[config.mk]
export PLATFORM = sky130hd
export DESIGN_NAME = rf_write_scheduler
export DESIGN_NICKNAME = d
export VERILOG_FILES = /design/src/rtl/rf_write_scheduler.sv
export SDC_FILE = /design/constraint.sdc
export NUM_CORES = 1
export LEC_CHECK = 0
export CORE_ASPECT_RATIO = 1.75
export CORE_MARGIN = 2
export CORE_UTILIZATION = 35
export CTS_CLUSTER_DIAMETER = 30
export DETAILED_ROUTE_END_ITERATION = 8
export MAX_ROUTING_LAYER = met4
export PLACE_DENSITY = 0.8
export SETUP_SLACK_MARGIN = 0.02
export SYNTH_ARGS = -nofsm -noshare
export SYNTH_HDL_FRONTEND = slang
export SYNTH_SLANG_ARGS = --single-unit
[constraint.sdc]
create_clock -name clk -period 2.2 [get_ports clk]
set_input_delay 0.22 -clock clk [delete_from_list [all_inputs] [get_ports clk]]
set_output_delay 0.22 -clock clk [all_outputs]
set_load 0.03 [all_outputs]
[src/rtl/rf_write_scheduler.sv]
// Register-file write-port owner: zeroing sweep of x1..x31 after reset, then round-robin write-back arbitration.
// Latency: gnt is combinational; the granted write appears on the registered write port one cycle later.
// Backpressure: requesters that lose arbitration see gnt=0 and keep req/rd/data stable until granted.
module rf_write_scheduler #(
    parameter int NREQ = 3,
    parameter int DW   = 32,
    parameter int AW   = 5
) (
    input  logic                 clk,
    input  logic                 reset,
    input  logic [NREQ-1:0]      req,
    input  logic [NREQ*AW-1:0]   req_rd,
    input  logic [NREQ*DW-1:0]   req_data,
    output logic [NREQ-1:0]      gnt,
    output logic                 RegWrite,
    output logic [AW-1:0]        Rd,
    output logic [DW-1:0]        Write_data,
    output logic                 init_done
);

    localparam int PW = (NREQ > 1) ? $clog2(NREQ) : 1;

    typedef enum logic {INIT, RUN} state_t;

    state_t          state_q, state_d;
    logic [AW-1:0]   sweep_cnt_q, sweep_cnt_d;
    logic [PW-1:0]   rr_ptr_q, rr_ptr_d;
    logic            regwrite_q, regwrite_d;
    logic [AW-1:0]   rd_q, rd_d;
    logic [DW-1:0]   wdata_q, wdata_d;
    logic            init_done_q, init_done_d;

    logic            found;
    logic            gnt_vld;
    logic [AW-1:0]   sel_rd;
    logic [DW-1:0]   sel_data;
    logic [PW-1:0]   sel_nxt;

    // Round-robin grant: first requester at or above rr_ptr, else first one below it.
    always_comb begin
        gnt   = '0;
        found = 1'b0;
        if (!reset && state_q == RUN) begin
            for (int i = 0; i < NREQ; i++) begin
                if (!found && req[i] && (i >= int'(rr_ptr_q))) begin
                    gnt[i] = 1'b1;
                    found  = 1'b1;
                end
            end
            for (int i = 0; i < NREQ; i++) begin
                if (!found && req[i] && (i < int'(rr_ptr_q))) begin
                    gnt[i] = 1'b1;
                    found  = 1'b1;
                end
            end
        end
    end

    // Mux the granted requester's destination, data and the pointer that follows it.
    always_comb begin
        gnt_vld  = |gnt;
        sel_rd   = '0;
        sel_data = '0;
        sel_nxt  = '0;
        for (int i = 0; i < NREQ; i++) begin
            if (gnt[i]) begin
                sel_rd   = req_rd[i*AW +: AW];
                sel_data = req_data[i*DW +: DW];
                sel_nxt  = (i == NREQ - 1) ? '0 : PW'(i + 1);
            end
        end
    end

    // Next-state: sweep one register per cycle in INIT, forward granted write-backs in RUN.
    always_comb begin
        state_d     = state_q;
        sweep_cnt_d = sweep_cnt_q;
        rr_ptr_d    = rr_ptr_q;
        regwrite_d  = 1'b0;
        rd_d        = rd_q;
        wdata_d     = wdata_q;
        init_done_d = init_done_q;
        case (state_q)
            INIT: begin
                regwrite_d  = 1'b1;
                rd_d        = sweep_cnt_q;
                wdata_d     = '0;
                sweep_cnt_d = sweep_cnt_q + AW'(1);
                if (&sweep_cnt_q) begin
                    state_d     = RUN;
                    init_done_d = 1'b1;
                end
            end
            RUN: begin
                if (gnt_vld) begin
                    // x0 writes are consumed but never reach the register file.
                    regwrite_d = |sel_rd;
                    rd_d       = sel_rd;
                    wdata_d    = sel_data;
                    rr_ptr_d   = sel_nxt;
                end
            end
            default: state_d = INIT;
        endcase
    end

    // State and write-port registers with synchronous reset.
    always_ff @(posedge clk) begin
        if (reset) begin
            state_q     <= INIT;
            sweep_cnt_q <= AW'(1);
            rr_ptr_q    <= '0;
            regwrite_q  <= 1'b0;
            rd_q        <= '0;
            wdata_q     <= '0;
            init_done_q <= 1'b0;
        end else begin
            state_q     <= state_d;
            sweep_cnt_q <= sweep_cnt_d;
            rr_ptr_q    <= rr_ptr_d;
            regwrite_q  <= regwrite_d;
            rd_q        <= rd_d;
            wdata_q     <= wdata_d;
            init_done_q <= init_done_d;
        end
    end

    assign RegWrite   = regwrite_q;
    assign Rd         = rd_q;
    assign Write_data = wdata_q;
    assign init_done  = init_done_q;

endmodule
# Yosys cells after proc, flatten, opt, wreduce, memory -nomap -nowiden
# Cells that the tools add are included.
[totals] regBits=47 latch_bits=0 ramBits=0 romBits=0 output_inout_bits=42 elab_cells=72 mem_count=0
[op_classes] add_sub_neg=1 n_mul=0 div=0 magnitude_cmp=6 n_eq_ne=1 shifts=0 n_mux=33 bitwise=1 n_reduce_logical=23
[op_table] operator="$mux W32" n=4
[op_table] operator="$pmux W32 S2" n=1
[op_table] operator="$mux W5" n=4
[op_table] operator="$mux W1" n=19
[op_table] operator="$logic_and A1 B1 Y1" n=12
[op_table] operator="$pmux W5 S2" n=1
[op_table] operator="$logic_not A1 Y1" n=6
[op_table] operator="$reduce_and A6 Y1" n=1
[op_table] operator="$add A5 B1 Y5 const B" n=1
[op_table] operator="$reduce_and A5 Y1" n=1
[op_table] operator="$reduce_or A5 Y1" n=1
[op_table] operator="$ge A1 B2 Y1 const A" n=2
[op_table] operator="$lt A1 B2 Y1 const A" n=2
[op_table] operator="$mux W2" n=2
[op_table] operator="$mux W3" n=1
[op_table] operator="$reduce_or A3 Y1" n=1
[op_table] operator="$ge A2 B2 Y1 const A" n=1
[op_table] operator="$lt A2 B2 Y1 const A" n=1
[op_table] operator="$ne A2 B1 Y1 const B" n=1
[op_table] operator="$pmux W1 S2" n=1
[op_table] operator="$reduce_and A2 Y1" n=1
[op_table] operator="$not A1 Y1" n=1

# Depth between registers and ports, before layout
# Gate-level depths: netlist of run 1.
[depth] word_depth=35 depth_mapped=7

# Least setup slack after synthesis of run 1
# OpenSTA, ideal clock, no wires.
[synth_timing] kind="register to register" start="register rr_ptr_q[0]" end="register rd_q[1], in the netlist Rd[1]" setup_time_ns=0.132 arrival_ns=1.545 slack_ns=0.523 path_stages_with_launch=8 path_buffers=1 cell_sequence="dfxtp_1 -> nor3b_1 -> o31a_1 -> buf_6 -> nand2_1 -> inv_1 -> a222oi_1 -> a21oi_1"
[synth_between] elab_chain_len=32
[synth_rtl] item="from (decl)" line_no="27" text="logic [PW-1:0] rr_ptr_q, rr_ptr_d;"
[synth_rtl] item="from (signal assigned)" line_no="120" text="rr_ptr_q <= rr_ptr_d;"
[synth_rtl] item="$ge A1 B2 Y1" line_no="45" text="if (!found && req[i] && (i >= int'(rr_ptr_q))) begin"
[synth_rtl] item="$logic_and A1 B1 Y1" line_no="45"
[synth_rtl] item="$mux W1" line_no="45"
[synth_rtl] item="$mux W1" line_no="43" text="if (!reset && state_q == RUN) begin"
[synth_rtl] item="$logic_not A1 Y1" line_no="45"
[synth_rtl] item="$logic_and A1 B1 Y1 (2 in a row)" line_no="45"
[synth_rtl] item="$mux W1" line_no="45"
[synth_rtl] item="$mux W1" line_no="43"
[synth_rtl] item="[... 15 more ...]"
[synth_rtl] item="$logic_not A1 Y1" line_no="51" text="if (!found && req[i] && (i < int'(rr_ptr_q))) begin"
[synth_rtl] item="$logic_and A1 B1 Y1 (2 in a row)" line_no="51"
[synth_rtl] item="$mux W1 *" line_no="51"
[synth_rtl] item="$mux W3 *" line_no="43"
[synth_rtl] item="net gnt[2]" line_no="14" text="output logic [NREQ-1:0] gnt,"
[synth_rtl] item="$mux W5" line_no="66" text="if (gnt[i]) begin"
[synth_rtl] item="$mux W5" line_no="95" text="if (gnt_vld) begin"
[synth_rtl] item="$pmux W5 S2" line_no="83" text="case (state_q)"
[synth_rtl] item="to (signal assigned)" line_no="122" text="rd_q <= rd_d;"
[synth_rtl] item="to (decl)" line_no="29" text="logic [AW-1:0] rd_q, rd_d;"
# Mark *: on every way through the listed nets, which the timed path passes. The rest lies on a longest branch. The select of a mux whose other input is x is not followed.
# A chain may end at the register's enable or synchronous reset.

# Worst setup path after layout of run 1
[layout_timing] start="register rr_ptr_q[0]" end="output port gnt[2]"
[layout_between] elab_chain_len=29
[layout_rtl] item="$ge A1 B2 Y1" line_no="45"
[layout_rtl] item="$logic_and A1 B1 Y1" line_no="45"
[layout_rtl] item="$mux W1" line_no="45"
[layout_rtl] item="$mux W1" line_no="43"
[layout_rtl] item="$logic_not A1 Y1" line_no="45"
[layout_rtl] item="$logic_and A1 B1 Y1 (2 in a row)" line_no="45"
[layout_rtl] item="$mux W1" line_no="45"
[layout_rtl] item="$mux W1" line_no="43"
[layout_rtl] item="[... 10 more ...]"
[layout_rtl] item="$logic_not A1 Y1" line_no="51"
[layout_rtl] item="$logic_and A1 B1 Y1 (2 in a row)" line_no="51"
[layout_rtl] item="$mux W1" line_no="51"
[layout_rtl] item="$mux W1" line_no="43"
[layout_rtl] item="$logic_not A1 Y1" line_no="51"
[layout_rtl] item="$logic_and A1 B1 Y1 (2 in a row)" line_no="51"
[layout_rtl] item="$mux W1 *" line_no="51"
[layout_rtl] item="$mux W3 *" line_no="43"
[layout_rtl] item="to (decl)" line_no="14"
# Mark *: on every way between the ends. The rest lies on a longest branch, timed or not. The select of a mux whose other input is x is not followed.

==> metrics.txt, run 1 <==
critical path's top delay family flip-flops; IO Pins 158; Worst-Skew Late Latency about 300 ps; flops & latches, synth 47; dpl cell area between 3000 and 4000 um^2; Routed WL per cell about 18 um; initial antenna violation count 0; clk_skew 7.72 ps; Synth cell types 36; # diodes 0; first-pass GRT wire length 13.4 mm; # H-tree levels 2; Worst setup SP type register; status finished clean; port buffer count 157; core region area 6230 um^2; CTS tree yes; Post-Synthesis Cells 248; clock power share 28.4%; initial DRC count 350; Post-synth EDFFs 0; Slowest-stage cell, CP dfxtp_1; switch share about a quarter; Clk pin slew, worst setup/hold paths around 90 ps; post-layout min period 1980 ps; Setup Viol. Count Final 0; Rows 38; post-route cell area around 4000 um^2; P&R area growth vs syn 76.9%; drt first pass iters 5; part of the cycle the worst path needs 90.2%; clock sink count 47; Fillers between 500 and 600; CP endpoint kind output pin; Hold Vio Cnt, Final 0; post-detail-place hpwl around 6.7 mm; Rel. slew slack 68.6%; Data arrival, critical path 1760 ps; Overall Global Routing Usage 24.7%; Starting Density 36.5%; synthesized area between 2000 and 2500 um^2; synthesized area per cell about 9 um^2; die area slightly above 7000 um^2; leakage power around 1.5 nW; Achievable Freq 504 MHz; share of layout cells above drive strength 1 under 10%; final non-filler cell total 481; worst hold path class register to register; max incr delay on CP 430 ps; Worst Max-Slew Pin Slew 471 ps; CP Max Fanout 6; max-slew violations 0; P per Cell Area 429 nW/um^2; Logic pwr share about a fifth; global placer's final weighted congestion 0.864; Pint 0.00132 W; Total Wirelength 8.76 mm; Setup Buffers After CTS 0; via count 2,722; drc violations 0; Max VDD drop 0.268 mV; crit-path cells nor3b_1 -> o31a_1 -> nand2_1 -> inv_1 -> buf_4; root buffer cell clkbuf_8; sequential area share after synthesis 41.4%; fraction of registers with async set/reset 0%; CTS Hold Bufs 0; Main synth FF type dfxtp_1; largest net degree at the start of global routing 33; most frequent cells in the layout 154 x clkdlybuf4s50_1, 47 x dfxtp_1, 38 x nor2_1; CTS max path bufs 2; hold slack 464 ps; net switching power between 0.0004 and 0.0005 W; number of buffers and inverters on the critical path 2; RSZ-0062 raised after global routing false; most common cell after layout, fill and taps aside clkdlybuf4s50_1; Die Wd 64.9 um; Post-Syn Nets between 300 and 400; Ys Warns 0; Worst EP required 1980 ps; Detail Route Antenna Nets 0; Design Power 0.00172 W; sequential power share 50.7%; Inserted Clock Buffers 5; Setup CP Type register to output pin; number of global-route vias before repair 2,708; Max-Cap Viols 0; drt via density 5.66; total gr overflow 0; fin nets 520; Final TNS setup 0 ps; post-cts sizing count 0; DP Cell Count about 480; chip height 111 um
## synth_stat cells, types with 2 or more instances
| master | count | share of area (%) |
|---|---|---|
| a21oi_1 | 6 | 1.3 |
| a222oi_1 | 23 | 10 |
| a22o_1 | 21 | 8.1 |
| a22oi_1 | 26 | 8.6 |
| a31oi_1 | 2 | 0.55 |
| and3_1 | 2 | 0.55 |
| buf_1 | 2 | 0.33 |
| buf_2 | 10 | 2.2 |
| buf_6 | 4 | 2.0 |
| clkbuf_1 | 7 | 1.2 |
| dfxtp_1 | 47 | 41 |
| ha_1 | 2 | 1.1 |
| inv_1 | 3 | 0.50 |
| mux2i_1 | 2 | 0.88 |
| nand2_1 | 7 | 1.2 |
| nand2b_1 | 3 | 0.83 |
| nand3b_1 | 2 | 0.66 |
| nor2_1 | 38 | 6.3 |
| nor2b_1 | 4 | 1.1 |
| nor3_1 | 3 | 0.66 |
| o211a_1 | 2 | 0.88 |
| o21ai_0 | 15 | 3.3 |
| o31a_1 | 3 | 1.2 |
| xnor2_1 | 2 | 0.77 |
## area by class of cell
type | instances | area, um^2 | area share [%]
well taps | 80 | 100 | 2.49
inverters | 3 | 11.3 | 0.280
flip-flops and latches | 47 | 941 | 23.4
repair buffers | 171 | 1710 | 42.5
multi-input cells | 174 | 1180 | 29.5
clock buffers | 6 | 72.6 | 1.81
## worst paths after layout
| kind | start | end | slack, ps | cells after the start |
|---|---|---|---|---|
| max | rr_ptr_q[0] | gnt[2] | 220 | 5 |
| min | Rd[0] | Rd[0] | 460 | 2 |
| max reg2reg | rr_ptr_q[0] | RegWrite | 330 | 5 |
| min reg2reg | Rd[0] | Rd[0] | 460 | 2 |
## flip-flops by register name, summed over array words and instances (netlist names)
| signal | flops |
|---|---|
| Rd | 5 |
| RegWrite | 1 |
| Write_data | 32 |
| init_done | 1 |
| rr_ptr_q | 2 |
| state_q | 1 |
| sweep_cnt_q | 5 |
## layer usage
metal | part of all wire (%) | track usage, %
met5 | 0 | -
met4 | 4.5 | 12.3
met3 | 5.0 | 3.16
met2 | 54 | 43.7
met1 | 36 | 26.2
## cell families after synthesis
| family | count (synthesis) | synth area share [%] |
|---|---|---|
| simple gates | 62 | 12.1 |
| flops | 47 | 41.4 |
| compound gates | 106 | 37.2 |
| xor+xnor | 2 | 0.771 |
| mux | 2 | 0.882 |
| buf+inv | 27 | 6.50 |
| fa+ha+maj | 2 | 1.10 |
## power groups by stage
| stage | logic (W) | clock network (W) | registers [W] |
|---|---|---|---|
| 6_report | 0.000360 | 0.000489 | 0.000874 |
| 5_1_grt | 0.000384 | 0.000532 | 0.000876 |
| 4_1_cts | 0.000360 | 0.000503 | 0.000874 |
| 3_5_place_dp | 0.000359 | 0 | 0.000895 |
| 3_3_place_gp | 0.000354 | 0 | 0.000894 |
| 2_1_floorplan | 0.000101 | 0 | 0.000903 |
## tightest hold or removal path, cell delays in order, from the launching register on
cell     delay, ps
dfxtp_1        320
nand2_1         50
a21oi_1         50
## through the flow
| stage | setup WS (ps) | utilization [%] |
|---|---|---|
| final | 216 | 64.5 |
| after global routing | 113 | 64.5 |
| after CTS | 213 | 64.5 |
| after detailed placement | 63.5 | 63.3 |
| after global placement | 121 | 63.3 |
| after floorplan | 523 | - |
(Power assumes the default switching activity.)
==> run 2, diff against run 1 <==
--- a/config.mk
+++ b/config.mk
@@ -5,14 +5,17 @@
 export SDC_FILE = /design/constraint.sdc
 export NUM_CORES = 1
 export LEC_CHECK = 0
+export CELL_PAD_IN_SITES_DETAIL_PLACEMENT = 2
+export CELL_PAD_IN_SITES_GLOBAL_PLACEMENT = 2
 export CORE_ASPECT_RATIO = 1.75
 export CORE_MARGIN = 2
-export CORE_UTILIZATION = 35
+export CORE_UTILIZATION = 18
 export CTS_CLUSTER_DIAMETER = 30
 export DETAILED_ROUTE_END_ITERATION = 8
 export MAX_ROUTING_LAYER = met4
-export PLACE_DENSITY = 0.8
+export PLACE_DENSITY_LB_ADDON = 0.1
 export SETUP_SLACK_MARGIN = 0.02
+export SKIP_LAST_GASP = 1
 export SYNTH_ARGS = -nofsm -noshare
 export SYNTH_HDL_FRONTEND = slang
 export SYNTH_SLANG_ARGS = --single-unit
==> constraint.sdc (replaced) <==
create_clock -name clk -period 2.15 [get_ports clk]
set_input_delay 0.215 -clock clk [delete_from_list [all_inputs] [get_ports clk]]
set_output_delay 0.215 -clock clk [all_outputs]
set_load 0.03 [all_outputs]
==> metrics.txt, run 2 (synthesis gave the netlist of run 1 again) <==
status finished clean (unchanged); most frequent cells in the layout 154 x clkdlybuf4s50_1, 47 x dfxtp_1, 37 x nor2_1 (was 154 x clkdlybuf4s50_1, 47 x dfxtp_1, 38 x nor2_1); P&R area growth vs syn 87.1% (was 76.9%); Starting Density 18.4% (was 36.5%); Worst EP required 1930 ps (was 1980 ps); fin nets 526 (was 520); Clk pin slew, worst setup/hold paths 60 ps (was 90 ps); post-layout min period 2030 ps; Rows 54 (was 38); CTS max path bufs 2 (unchanged); Rel. slew slack 62.6% (was 68.6%); CP Max Fanout 15 (was 6); max FFs per register 32 (unchanged); cell mode on critical path buf_4; drt first pass iters 5 (unchanged); Inserted Clock Buffers 5 (unchanged); Post-Place Setup Slack -123 ps (was 63.5 ps); max-slew violations 0 (unchanged); leakage power 1.53 nW (was 1.46 nW); Overall Global Routing Usage 16.5% (was 24.7%); Die Wd 88.9 um (was 64.9 um); RSZ-0062 raised after global routing false (unchanged); final setup margin 115 ps (was 216 ps); IO Pins 158 (unchanged); crit-path cells clkdlybuf4s50_1 -> buf_4 -> nand2_1 -> o211a_1 -> buf_4 -> nand2_1 -> inv_1 -> buf_4 (was nor3b_1 -> o31a_1 -> nand2_1 -> inv_1 -> buf_4); Design Power 0.00210 W (was 0.00172 W); global placer's final weighted congestion 0.781 (was 0.864); post-layout util 34.4% (was 64.5%); Total Wirelength 11.0 mm (was 8.76 mm); total gr overflow 0 (unchanged); port buffer count 157 (unchanged); drc violations 0 (unchanged); most common cell after layout, fill and taps aside clkdlybuf4s50_1 (unchanged); via count 2,765 (was 2,722); initial DRC count 143 (was 350); die area 13,600 um^2 (was 7170 um^2); chip height 153 um (was 111 um); post-detail-place hpwl 8.68 mm (was 6.67 mm); Slowest-stage cell, CP clkdlybuf4s50_1 (was dfxtp_1); CP endpoint kind output pin (unchanged); number of global-route vias before repair 3,020 (was 2,708); CTS Hold Bufs 0 (unchanged); Routed WL per cell 19.0 um (was 18.2 um); Detail Route Antenna Nets 0 (unchanged); Max VDD drop 0.308 mV (was 0.268 mV); Fillers 1,361 (was 521); clk_skew 5.37 ps (was 7.72 ps); Worst setup SP type input port (was register); first-pass GRT wire length 16.4 mm (was 13.4 mm); Max-Cap Viols 0 (unchanged); Data arrival, critical path 1820 ps (was 1760 ps); Setup CP Type input port to output pin (was register to output pin); Hold Vio Cnt, Final 0 (unchanged); number of buffers and inverters on the critical path 5 (was 2); clock sink count 47 (unchanged); Worst Max-Slew Pin Slew 561 ps (was 471 ps); worst hold path class register to register (unchanged); Worst-Skew Late Latency 290 ps (was 300 ps); P per Cell Area 493 nW/um^2 (was 429 nW/um^2); critical path's top delay family buffers and inverters (was flip-flops); initial antenna violation count 1 (was 0); root buffer cell clkbuf_16 (was clkbuf_8); drt via density 4.78 (was 5.66); largest net degree at the start of global routing 31 (was 33); hold slack 471 ps (was 464 ps); Achievable Freq between 400 and 500 MHz; Setup Viol. Count Final 0 (unchanged); CTS tree yes (unchanged); max incr delay on CP 460 ps (was 430 ps); part of the cycle the worst path needs 94.6%; core region area 12,400 um^2 (was 6230 um^2); share of layout cells above drive strength 1 8.31% (was 5.99%); # H-tree levels 2 (unchanged)
[run 2: cell type report]
class	count	area, um^2	share of cell area, %
timing repair buffer	177	1740	40.9
inverter	3	11.3	0.265
clock buffer	8	156	3.68
sequential	47	941	22.1
antenna	1	2.50	0.0589
tap	168	210	4.95
multi-input combinational	174	1190	28.0
[run 2: per-stage QoR]
step           instances  instance area [um^2]  setup TNS, ps
2_1_floorplan        248                  2270              0
3_3_place_gp         569                  4090          -1360
3_5_place_dp         569                  4090          -2000
4_1_cts              577                  4240              0
5_1_grt              578                  4250              0
6_report             578                  4250              0
[run 2: worst paths after layout]
kind	from	to	slack, ps	cells past startpoint
max	req[0]	gnt[1]	120	8
max reg2reg	rr_ptr_q[1]	Write_data[18]	270	6
min	Rd[0]	Rd[0]	470	2
min reg2reg	Rd[0]	Rd[0]	470	2
[run 2: what timing repair did]
action	4_1_cts	5_1_grt
resized for setup	0	1
buffers inserted	0	0
setup endpoints to repair	0	1
endpoints found under the hold margin	0	0
[run 2: tightest hold or removal path: stages (launching register included)]
cell and delay (ps):
dfxtp_1 310, nand2_1 50, a21oi_1 60
[run 2: layer usage]
layer  vias to the layer above  track usage [%]  part of all wire (%)
met5                         -                -                     0
met4                         0             4.76                   2.0
met3                        10             2.60                   3.9
met2                        90             32.9                    62
met1                      1371             15.2                    32
li1                       1294                -                     -
[run 2: power by group]
group | total (W) | switching [W] | internal, W
registers | 0.000896 | 0.0000119 | 0.000884
clock network | 0.000818 | 0.000322 | 0.000496
logic | 0.000383 | 0.000127 | 0.000256
